### src/rtl/fifo_unpacker.sv
// Reads one wide word from a FIFO and replays it as DATA_WIDTH/OUT_WIDTH narrow beats,
// least-significant slice first, with a ready/valid handshake on the output side.
module fifo_unpacker #(
  parameter int DATA_WIDTH = 128,
  parameter int OUT_WIDTH  = 32
) (
  input  logic                  clk,
  input  logic                  arst_n,
  input  logic                  srst,
  input  logic                  fifo_mty,
  input  logic [DATA_WIDTH-1:0] fifo_q,
  output logic                  fifo_rd,
  output logic                  out_valid,
  input  logic                  out_ready,
  output logic [OUT_WIDTH-1:0]  out_data,
  output logic                  out_last,
  output logic                  busy
);

  localparam int BEATS = DATA_WIDTH / OUT_WIDTH;
  localparam int CNT_W = (BEATS > 1) ? $clog2(BEATS) : 1;
  localparam logic [CNT_W-1:0] LAST_CNT = CNT_W'(BEATS - 1);

  typedef enum logic [1:0] {
    IDLE,
    WAIT,
    SEND
  } state_t;

  state_t                state;
  state_t                state_next;
  logic [CNT_W-1:0]      cnt;
  logic [DATA_WIDTH-1:0] hold;
  logic [OUT_WIDTH-1:0]  slices [BEATS];
  logic                  in_send;
  logic                  beat_xfer;

  for (genvar i = 0; i < BEATS; i++) begin : g_slice
    assign slices[i] = hold[i*OUT_WIDTH +: OUT_WIDTH];
  end

  assign in_send   = (state == SEND);
  assign out_valid = in_send;
  assign out_last  = in_send && (cnt == LAST_CNT);
  assign out_data  = in_send ? slices[cnt] : '0;
  assign busy      = (state != IDLE);
  assign beat_xfer = in_send && out_ready;

  // A new read is issued from IDLE, or as a prefetch while the last beat leaves.
  assign fifo_rd = arst_n && !srst && !fifo_mty &&
                   ((state == IDLE) || (beat_xfer && out_last));

  always_ff @(posedge clk or negedge arst_n) begin
    if (!arst_n) begin
      state <= IDLE;
    end else if (srst) begin
      state <= IDLE;
    end else begin
      state <= state_next;
    end
  end

  always_comb begin
    state_next = state;
    case (state)
      IDLE: if (fifo_rd) state_next = WAIT;
      WAIT: state_next = SEND;
      SEND: if (beat_xfer && out_last) state_next = fifo_rd ? WAIT : IDLE;
      default: state_next = IDLE;
    endcase
  end

  // fifo_q is only valid in WAIT, the cycle after the read strobe.
  always_ff @(posedge clk or negedge arst_n) begin
    if (!arst_n) begin
      cnt  <= '0;
      hold <= '0;
    end else if (srst) begin
      cnt  <= '0;
      hold <= '0;
    end else if (state == WAIT) begin
      hold <= fifo_q;
      cnt  <= '0;
    end else if (beat_xfer) begin
      cnt <= out_last ? '0 : cnt + 1'b1;
    end
  end

endmodule

### config.mk
export PLATFORM = sky130hd
export DESIGN_NAME = fifo_unpacker
export DESIGN_NICKNAME = d
export VERILOG_FILES = /design/src/rtl/fifo_unpacker.sv
export SDC_FILE = /design/constraint.sdc
export NUM_CORES = 1
export LEC_CHECK = 0
export BUFFER_PORTS_ARGS = -buffer_cell sky130_fd_sc_hd__buf_2
export CAP_MARGIN = 30
export CORE_MARGIN = 5
export CORE_UTILIZATION = 47
export CTS_CLUSTER_SIZE = 16
export DETAILED_ROUTE_END_ITERATION = 12
export PLACE_DENSITY_LB_ADDON = 0.25
export SLEW_MARGIN = 20
export SYNTH_ARGS = -nofsm -noshare
export SYNTH_HDL_FRONTEND = slang
export SYNTH_SLANG_ARGS = --single-unit
### constraint.sdc
create_clock -name clk -period 1.42 [get_ports clk]
set_input_delay 0.284 -clock clk [delete_from_list [all_inputs] [get_ports clk]]
set_output_delay 0.284 -clock clk [all_outputs]
set_load 0.005 [all_outputs]
# After elaboration in Yosys (flattened, before gate mapping)
# Index checks and enable logic that the tools add are counted.
dict set report totals {
  regBits 132
  input_bits 133
  output_inout_bits 36
}
dict set report op_classes {
  bitwise 1
  n_addsub 1
  n_lt_le_gt_ge 1
  eq_ne 5
  n_mux 15
  n_reduce_logical 14
}
# op n
set op_table {}
lappend op_table {{$mux 128} 2}
lappend op_table {{$mux 32} 3}
lappend op_table {{$bmux 32 s2} 1}
lappend op_table {{$mux 2} 7}
lappend op_table {{$logic_and 1x1->1} 6}
lappend op_table {{$pmux 2 s3} 1}
lappend op_table {{$eq 2x2->1 const B} 2}
lappend op_table {{$reduce_bool 2->1} 2}
lappend op_table {{$ge 3x3->1 const B} 1}
lappend op_table {{$ne 3x2->1 const B} 1}
lappend op_table {{$ne 3x3->1 const B} 1}
lappend op_table {{$not 2->3} 1}
lappend op_table {{$reduce_bool 3->1} 1}
lappend op_table {{$add 2x1->2 const B} 1}
lappend op_table {{$eq 2x1->1 const B} 1}
lappend op_table {{$logic_not 1->1} 2}
lappend op_table {{$logic_not 2->1} 1}
lappend op_table {{$reduce_and 2->1} 1}
lappend op_table {{$logic_or 1x1->1} 1}
lappend op_table {{$mux 1} 1}

# Depth between registers and ports, before layout
# Gate-level depths: netlist (run 1).
dict set report depth {
  word_depth 9
  mapped_depth 5
  mapped_depth_nobuf 4
}

# Least setup slack after synthesis (run 1)
# No wires, ideal clock.
dict set report synth_timing {
  path_type {reg2out}
  start {register cnt[0]}
  end {output out_data[10]}
  slack_ns -0.150
  stages_incl_launch_ff 5
  t_required_ns 1.136
  arrival_ns 1.286
  path_buffers 2
  path_cell_list {dfrtp_1 -> buf_6 -> buf_12 -> mux4_2 -> and2_1}
}
dict set report synth_via {
  elab_chain_cells 5
}
# item line_no
set synth_lines {}
lappend synth_lines {{start, declared} 32} ;# logic [CNT_W-1:0] cnt;
lappend synth_lines {{start signal, assigned} 85} ;# cnt <= out_last ? '0 : cnt + 1'b1;
lappend synth_lines {{$not 2->3 (not written as such)} 45} ;# assign out_data = in_send ? slices[cnt] : '0;
lappend synth_lines {{$bmux 32 s2} 45}
lappend synth_lines {{$mux 32 (not written as such) (2 in a row)} 45}
lappend synth_lines {{$mux 32} 45}
lappend synth_lines {{end, declared} 15} ;# output logic [OUT_WIDTH-1:0] out_data,
# No other way between the ends. The select of a mux whose other input is x is not followed.

# Worst setup path after layout (run 1)
dict set report layout_timing {
  start {register cnt[0]}
  end {output out_data[28]}
}
# Same word-level chain as after synthesis.

==> results of run 1 <==
==> power groups by stage <==
stage               clock [mW]  sequential (mW)  combinational, mW
finish                    4.23             3.95              0.806
detailed placement           0             4.01              0.720
floorplan                    0             3.99              0.315
CTS                       4.30             3.95              0.765
global route              4.49             3.97              0.875
global placement             0             4.01              0.708
==> what timing repair did <==
action,4_1_cts,5_1_grt
cloned,2,3
pin swaps,12,8
buffers inserted,6,12
gates resized for setup,31,38
setup endpoints to repair,37,120
==> Yosys cell counts (all sizes together) (2+ instances only) <==
library cell / count
and2: 33
a21oi: 3
buf: 35
and2b: 2
nor2: 2
clkbuf: 4
nand2: 2
mux4: 32
a22o: 128
dfrtp: 132
==> metal layers <==
| metal | wire length (um) | share of wire [%] |
|---|---|---|
| met1 | 6636 | 43 |
| met2 | 7619 | 49 |
| met3 | 1099 | 7.0 |
| met4 | 216 | 1.4 |
| met5 | 41 | 0.26 |
==> worst register-to-register path, stage by stage, from the launching register on <==
cell and delay, ns:
dfrtp_2 0.45, buf_6 0.15, clkbuf_16 0.15, buf_6 0.11, ha_4 0.17, or3_1 0.36, a21boi_2 0.13
==> metrics by stage <==
step	utilization, %	setup slack [ns]	instances	hold slack, ns
after floorplan	-	-0.1502	382	-0.01159
after global placement	58.18	-0.3092	709	0.4673
after detailed placement	58.18	-0.3430	709	0.4508
after CTS	64.88	-0.7771	747	0.01757
after global routing	67.25	-0.7957	759	0.02741
final	67.25	-0.7403	759	-0.01185
==> flip-flops by register name, summed over array words and instances (netlist names) <==
register,flops
cnt,2
state,2
hold,128
==> final cells by class <==
cell class / count / area (um2)
Fill cell: 876 / 3950
Clock inverter: 3 / 40.04
Sequential cell: 132 / 3306
Clock buffer: 27 / 543.0
Timing Repair Buffer: 218 / 1733
Multi-Input combinational cell: 211 / 2280
Tap cell: 168 / 210.2
==> worst max-delay path by stage <==
stage | from | end
after floorplan | cnt[0]$_DFFE_PN0P_ | out_data[10]
after global placement | cnt[0]$_DFFE_PN0P_ | out_data[31]
after detailed placement | cnt[0]$_DFFE_PN0P_ | out_data[31]
after CTS | cnt[0]$_DFFE_PN0P_ | out_data[11]
after global routing | cnt[0]$_DFFE_PN0P_ | out_data[28]
final | cnt[0]$_DFFE_PN0P_ | out_data[28]
==> cells by family after synthesis <==
group / after synthesis / synth area share (%)
simple gates: 45 / 4.932
compound gates: 132 / 19.77
fa+ha+maj: 1 / 0.2163
buf+inv: 39 / 5.083
flops: 132 / 57.11
mux: 33 / 12.89
==> impl.org, run 1 <==
** Place
- The wire-length estimate of the detail-placed layout is 10050 um.
- Number of port buffers :: 168
- Routability congestion estimate :: 0.8261
- Post-detailed-placement cell area :: 7018 um2

** Timing
- The count of endpoints failing hold in the final timing report came to 5.
- Setup Skew :: 0.008141 ns
- Once routing completed, OpenROAD measured the worst setup slack at -0.7403 ns.
- RSZ-0062 raised after global routing :: yes
- Final period utilization :: 152.1%
- On the final layout, the worst hold slack is -0.01185 ns.
- The number of slew-limit violations in the final report was 0.
- Slew @ Worst Pin :: 0.7568 ns
- Summed over all failing endpoints, the final setup total negative slack is -24.29 ns.
- The smallest clock period supported by the final layout is computed as 2.160 ns.
- Worst relative slew slack :: 49.55%
- Final setup violating endpoints :: 38
- Highest Clock Rate :: 462.9 MHz

** Logic synthesis
- Cell types with the largest area share after synthesis :: dfrtp_1, a22o_1, mux4_2
- The mapped netlist covers 5784 um2.
- Proportion of register bits with asynchronous set or reset after synthesis :: 100.0%
- Number of standard cells after synthesis :: 382
- Post-synthesis net count :: 516
- For this run, the leading register cell type out of synthesis is dfrtp_1.
- Yosys mapped a number of flops with a built-in enable equal to 0.
- Library cell with the largest summed area after synthesis :: dfrtp_1
- Area fraction of the dominant cell type after synthesis :: 57.11%
- Sequential cells were found to cover 57.11% of the synthesized design area.
- Post-synthesis cell type count :: 26
- Syn_area_per_cell :: 15.14 um2
- The synthesized design contains 132 register bits.
- Count of warnings emitted by yosys :: 0

** Min path
- Class of the tightest hold or removal check :: input port to async pin

** Cells and area
- Most frequent cells in the layout :: buf_2, dfrtp_1, a22o_1
- The area growth from synthesis to layout is 40.23%.
- Total non-filler cell area in the finished layout :: 8112 um2
- The library cell used most frequently in the layout, excluding fill and tap cells, is buf_2.
- Antenna diode instance count :: 0
- After the last flow step, the layout net total stands at 714.
- In the final layout, the share of cells above drive strength 1 is 53.13%.

** Pwr
- Reported net switching power :: 1.921 mW
- Peak supply drop :: 781.8 uV
- Summed over all cells, the static leakage comes to 3.993 nW.
- Overall power consumption after layout is estimated at 8.992 mW.
- Part of the power in the clock network :: 47.1%
- Combinational logic burns 9.0% of the power.
- Sequential fraction of design power :: 44.0%
- Int Pwr :: 7.071 mW
- Power per cell area :: 1109 nW/um2
- Fraction of power spent switching nets :: 21.36%

** GRT
- Global routing used 7.552% of the available met3 tracks.
- Met1 GRT Util :: 28.70%
- The global routing stage identified its most utilized layer as met2.
- Final global-route overflow total :: 0
- The number of global-route vias before repair was 4563.
- Global routing usage on met2 :: 33.31%
- The first global-routing pass estimated 24250 um of wire.
- Number of antenna violations at the first check in global routing :: 4
- Global-route usage over all layers :: 21.54%
- Largest net degree at the start of global routing :: 74

** Worst setup path
- Buffers plus inverters on the worst setup path :: 3
- The cell that appears most often on the critical path is buf_6.
- In this run the worst path has a maximum fanout of 6.
- Grouping stages by cell kind, the critical path spends the most delay in multiplexers.
- Cells traversed along the worst timing path :: buf_6, buf_12, mux4_2, and2_4, buf_6
- Data arrives at the worst endpoint at 1.88 ns.
- Counting cells, the worst reg-to-reg path comes to 6.
- The largest individual stage delay along the critical path comes from the cell mux4_2.
- CP peak stage delay :: 0.51 ns
- The worst setup path is captured at an output port.
- R2R Setup Slk :: -0.17 ns
- STA puts the critical path data required time at 1.14 ns.
- STA classifies the critical path startpoint as a register.
- Endpoint of the worst-slack reg-to-reg timing path :: cnt[0]$_DFFE_PN0P_
- The startpoint identified for the worst register-to-register timing path is cnt[0]$_DFFE_PN0P_.
- Worst setup path category :: register to output port
- Cell depth of the worst setup path :: 5

** Die
- Pin placement for this block handled 169 I/O pins.
- Measured along the x axis, the die boundary spans 120.9 um.
- The die covers 14630 um2.
- The die is 120.9 um tall.
- Number of standard-cell rows in the floorplan :: 40
- CORE AREA :: 12060 um2
- Starting Density :: 47.96%

** Clocking
- Number of buffers inserted for hold repair after clock tree synthesis :: 0
- Total number of H-tree levels :: 4
- In this run, CTS created clock tree buffers numbering 17.
- The clock passes through at most 2 buffers.
- Worst skew pair latency :: 0.41 ns
- Counting every sink on the clock net gives 132.
- The tree is rooted in a clkbuf_16.
- Clock tree from TritonCTS :: yes
- Clock-pin slew was measured on the worst setup and hold paths at 0.06 ns.

** Route
- Count of vias placed by the detailed router :: 4289
- Dividing the detail-routed wire length by the instance count gives 20.57 um.
- Drt first-iter violations :: 365
- The count of nets left with antenna violations once routing finished came out at 0.
- In the routed layout, each cell is associated on average with a via count of 5.651.
- Detailed Routing Iterations Pass 1 :: 5
- DRC errors left :: 0
- Routed WL :: 15610 um

** Outcome
- The final reports fail on hold timing, setup timing.
- The flow ran to the end, but the final reports show violations.

** Run
- The tool flagged a number of max-cap violations equal to 0.
(Power assumes the default switching activity.)
==> run 2, diff against run 1 <==
Settings changed: ABC_AREA set to 1, CORE_ASPECT_RATIO set to 1.2, CORE_UTILIZATION 47 to 48.
==> run 2 against run 1 <==
  * The run ends with setup timing left
  * Utilization up 5.4 points
  * Final area rose by 19%
  * Cell count up 57%
  * Register-to-register slack about the same
  * Clock power grew 3%
  * First-iteration DRC count rose by 32%
==> impl.org, run 2 <==
** Timing
- Fin crit period :: 1.942 ns (-0.2180 ns)
- Setup ws final :: -0.5223 ns (+0.2180 ns)
- The number of slew-limit violations in the final report is 0 (unchanged).
- Final setup violating endpoints :: 166 (+340%)
- RSZ-0062 raised after global routing :: yes
- Setup Skew :: 0.004487 ns (-0.003655 ns)
- Slew @ Worst Pin :: 0.5816 ns (-0.1752 ns)
- The fraction of the cycle the final worst path needs is 136.8% (-15 points).
- The worst-case headroom to the max-slew limit was 61.10% (+12 points).
- Highest Clock Rate :: 514.9 MHz (+11%)
- The count of endpoints failing hold in the final timing report is 0 (-5).

** Die
- The effective utilization at floorplan was 49.31% (+1.4 points).
- The placeable core region was 13300 um2 (+10%).
- Area enclosed by the die boundary :: 16110 um2 (+10%)
- The overall die width was 116.7 um (-3.5%).
- Die height :: 138.0 um (+14%)
- The number of top-level pins was 169 (unchanged).
- The placement row count was 46 (+15%).

** GRT
- Final global-route overflow total :: 0 (unchanged)
- Largest net degree at the start of global routing :: 63 (-15%)
- The number of global-route vias before repair was 6086 (+33%).
- Global routing usage on met2 :: 37.28% (+4.0 points)
- The initial antenna violation count came to 0 (-4).
- The total routing resource utilization after global routing was 22.40% (+0.86 points).
- Most crowded layer after global routing :: met2
- The met1 track utilization from global routing was 29.23% (+0.53 points).
- The wire length of the first global-routing pass was 28990 um (+20%).
- The met3 capacity usage during global routing was 5.631% (-1.9 points).

** Clocking
- The clock latency at the later pin of the worst-skew pair was 0.42 ns (about the same).
- The number of buffers created by CTS was 17 (unchanged).
- Clock root buffer :: clkbuf_16
- Total number of H-tree levels :: 4 (unchanged)
- TritonCTS built the clock tree.
- Maximum number of buffers from clock root to sink :: 2 (unchanged)
- Clock transition at the register clock pins on the worst setup and hold paths after CTS :: 0.05 ns (about the same)
- CTS sink count :: 132 (unchanged)

** Cells and area
- Layout fillers :: 961 (+9.7%)
- The number of flip-flops under the largest register name is 128 (unchanged).
- The count of placed standard cells in the final layout, fillers left out is 1195 (+57%).
- Most common library cell in the layout ignoring fill and taps :: inv_1
- The fraction of layout instances using a drive strength above 1 is 38.17% (-15 points).
- The antenna diode count came to 0 (unchanged).
- Layout area overhead :: 47.39%
- Most frequent cells in the layout :: inv_1, buf_2, dfrtp_1
- Top flop regs :: hold x128, cnt x2, state x2
- Final net count :: 1150 (+61%)
- The register with the most flip-flops in the final layout is hold.

** Outcome
- Violated checks :: setup timing
- The flow ran to the end, but the final reports show violations.

** Worst setup path
- Category of the worst setup path launch point :: register
- Critical Path End Type :: output port
- Critical path fanouts, max :: 43 (+37)
- On the critical path, the stage with the largest delay is an instance of dfrtp_2.
- Critical path origin :: cnt[0]$_DFFE_PN0P_
- Cells traversed along the worst timing path :: buf_12, nand2_1, nand3_1, a21oi_2, buf_2
- The required time of the worst setup path was 1.14 ns (about the same).
- Data arrival time of the critical path :: 1.66 ns (-0.22 ns)
- CP peak stage delay :: 0.47 ns (-0.04 ns)
- The critical path in this run is classified as register to output port.
- The worst register-to-register path begins at state[0]$_DFFE_PN0P_.

** Place
- Setup Slack @ Placement :: -0.04998 ns (+0.2930 ns)
- Routability congestion estimate :: 0.8765 (+6.1%)
- Cell Count Post-Placement :: 1134 (+60%)
- HPWL after detailed placement :: 11740 um (+17%)
- The number of buffer cells added on primary ports is 168 (unchanged).

** Logic synthesis
- Netlist Area Pre-Place :: 6556 um2 (+13%)
- The synthesized-area fraction occupied by adder cells is 0.1908% (-0.025 points).
- The most used flip-flop cell after synthesis is dfrtp_1.
- The number of flops mapped to enable cells by yosys came to 0 (unchanged).
- Proportion of register bits with asynchronous set or reset after synthesis :: 100.0% (unchanged)
- The flip-flop and latch count after synthesis came to 132 (unchanged).
- Portion of netlist area occupied by mux cells :: 0% (-13 points)
- After synthesis, the largest family of logic cells by area is buffers and inverters.
- Area fraction of the dominant cell type after synthesis :: 50.38% (-6.7 points)
- The xor-xnor portion of the synthesized cell area was 0% (unchanged).
- Leading cell types by count after synthesis :: inv_1, nand2_1, dfrtp_1
- Summed over all instances, the cell type with the most area after synthesis is dfrtp_1.
- The complex-gate fraction of the synthesized area came to 15.46% (-4.3 points).
- Fraction of the mapped netlist area in simple logic gates :: 13.40% (+8.5 points)
- Proportion of synthesized chip area in sequential cells :: 50.38% (-6.7 points)
- Number of standard cells after synthesis :: 823 (+120%)
- Count of warnings emitted by yosys :: 0 (unchanged)
- In the post-synthesis netlist, the cell with the most instances is inv_1.
- Cell types with the largest area share after synthesis :: dfrtp_1, inv_1, o22ai_1
- The unique cell type count in the Yosys netlist came to 17 (-35%).
- Post-synthesis net count :: 957 (+85%)
- Syn_area_per_cell :: 7.966 um2 (-47%)

** Route
- Routed WL :: 21680 um (+39%)
- The post-detailed-route count of antenna-violating nets came to 0 (unchanged).
- Drt first-iter violations :: 483 (+32%)
- The average detailed-routed wire length per instance is 18.14 um (-12%).
- The post-detailed-route via-to-cell ratio is 5.313 (-6.0%).
- The via count is 6349 (+48%).
- The detailed-router iteration count before antenna repair is 5 (unchanged).
- The residual DRC count is 0 (unchanged).

** Pwr
- The largest vdd supply drop is 795.8 uV (+1.8%).
- Static Leak :: 5.045 nW (+26%)
- The ratio of total power to cell area came to 1009 nW/um2 (-8.9%).

** Run
- The number of max-cap violations is 0 (unchanged).

** Min path
- Class of the tightest hold or removal check :: input port to register
- The worst hold path begins at fifo_q[19].
## run 2: cell count changes after synthesis, moves of 5 or more
cell     delta
a21oi_1    +22
a21oi_2     +9
a22o_1    -128
and2_1     -33
buf_2       +5
buf_6       +9
inv_1     +257
inv_2       +7
mux4_2     -28
nand2_1   +134
nand3_1    +67
nor2_1      +6
o22ai_1   +128
## run 2: kinds of logic after synthesis
family          count (synthesis)
flops                         132
buf+inv                       316
compound gates                163
fa+ha+maj                       1
simple gates                  211
## run 2: routing by layer
layer,share of wire (%),up-vias
met5,0,-
met4,2.3,0
met3,7.0,48
met2,52,277
met1,39,3102
li1,-,2922
## run 2: critical path: cells and delay by family (launching register included)
kind                   cells  cell delay [ns]
buffers and inverters      2             0.33
flip-flops                 1             0.47
AND/OR/NAND/NOR            2             0.22
AO/OA/AOI/OAI              1             0.19
## run 2: layout make-up
cell class                      instances  area [um2]  share of cell area [%]
Sequential cell                       132        3304                   34.20
Clock buffer                           25       475.5                   4.920
Timing Repair Buffer                  226        1842                   19.06
Clock inverter                          5       100.1                   1.036
Inverter                              264        1001                   10.36
Multi-Input combinational cell        375        2730                   28.25
Tap cell                              168       210.2                   2.175
## run 2: timing repair
action	CTS	global route
pin swaps	0	10
gates cloned	1	17
gates resized for setup	28	143
endpoints found under the setup margin	36	158
setup buffers	2	11
hold endpoints to repair	104	0
hold buffers	2	0
## run 2: report_power, final
part | switching, mW | internal (mW) | leakage, nW
registers | 0.0366 | 3.89 | 1.82
logic | 0.813 | 0.646 | 2.94
clock network | 1.55 | 2.83 | 0.281
## run 2: through the flow
stage	utilization, %	instance area [um2]	hold WS, ns	setup TNS, ns	total power, mW
6_report	72.68	9663	0.1178	-28.71	9.755
5_1_grt	72.68	9663	0.1185	-36.11	10.06
3_5_place_dp	57.67	7667	0.1110	-0.06151	4.950
2_1_floorplan	-	6556	-0.01159	0	4.500
3_3_place_gp	57.67	7667	0.1120	-0.02790	4.938
4_1_cts	63.34	8421	0.1011	-14.83	9.319
## run 2: worst paths after layout
check / end / slack, ns / depth (start not counted)
setup / recovery: out_data[1] / -0.52 / 5
hold / removal: hold[19]$_DFFE_PN0P_ / 0.12 / 3
setup reg to reg: hold[120]$_DFFE_PN0P_ / -0.18 / 8
hold reg to reg: hold[78]$_DFFE_PN0P_ / 0.50 / 2
max in group asynchronous: hold[56]$_DFFE_PN0P_ / 0.30 / 3
min in group asynchronous: hold[57]$_DFFE_PN0P_ / 0.40 / 2
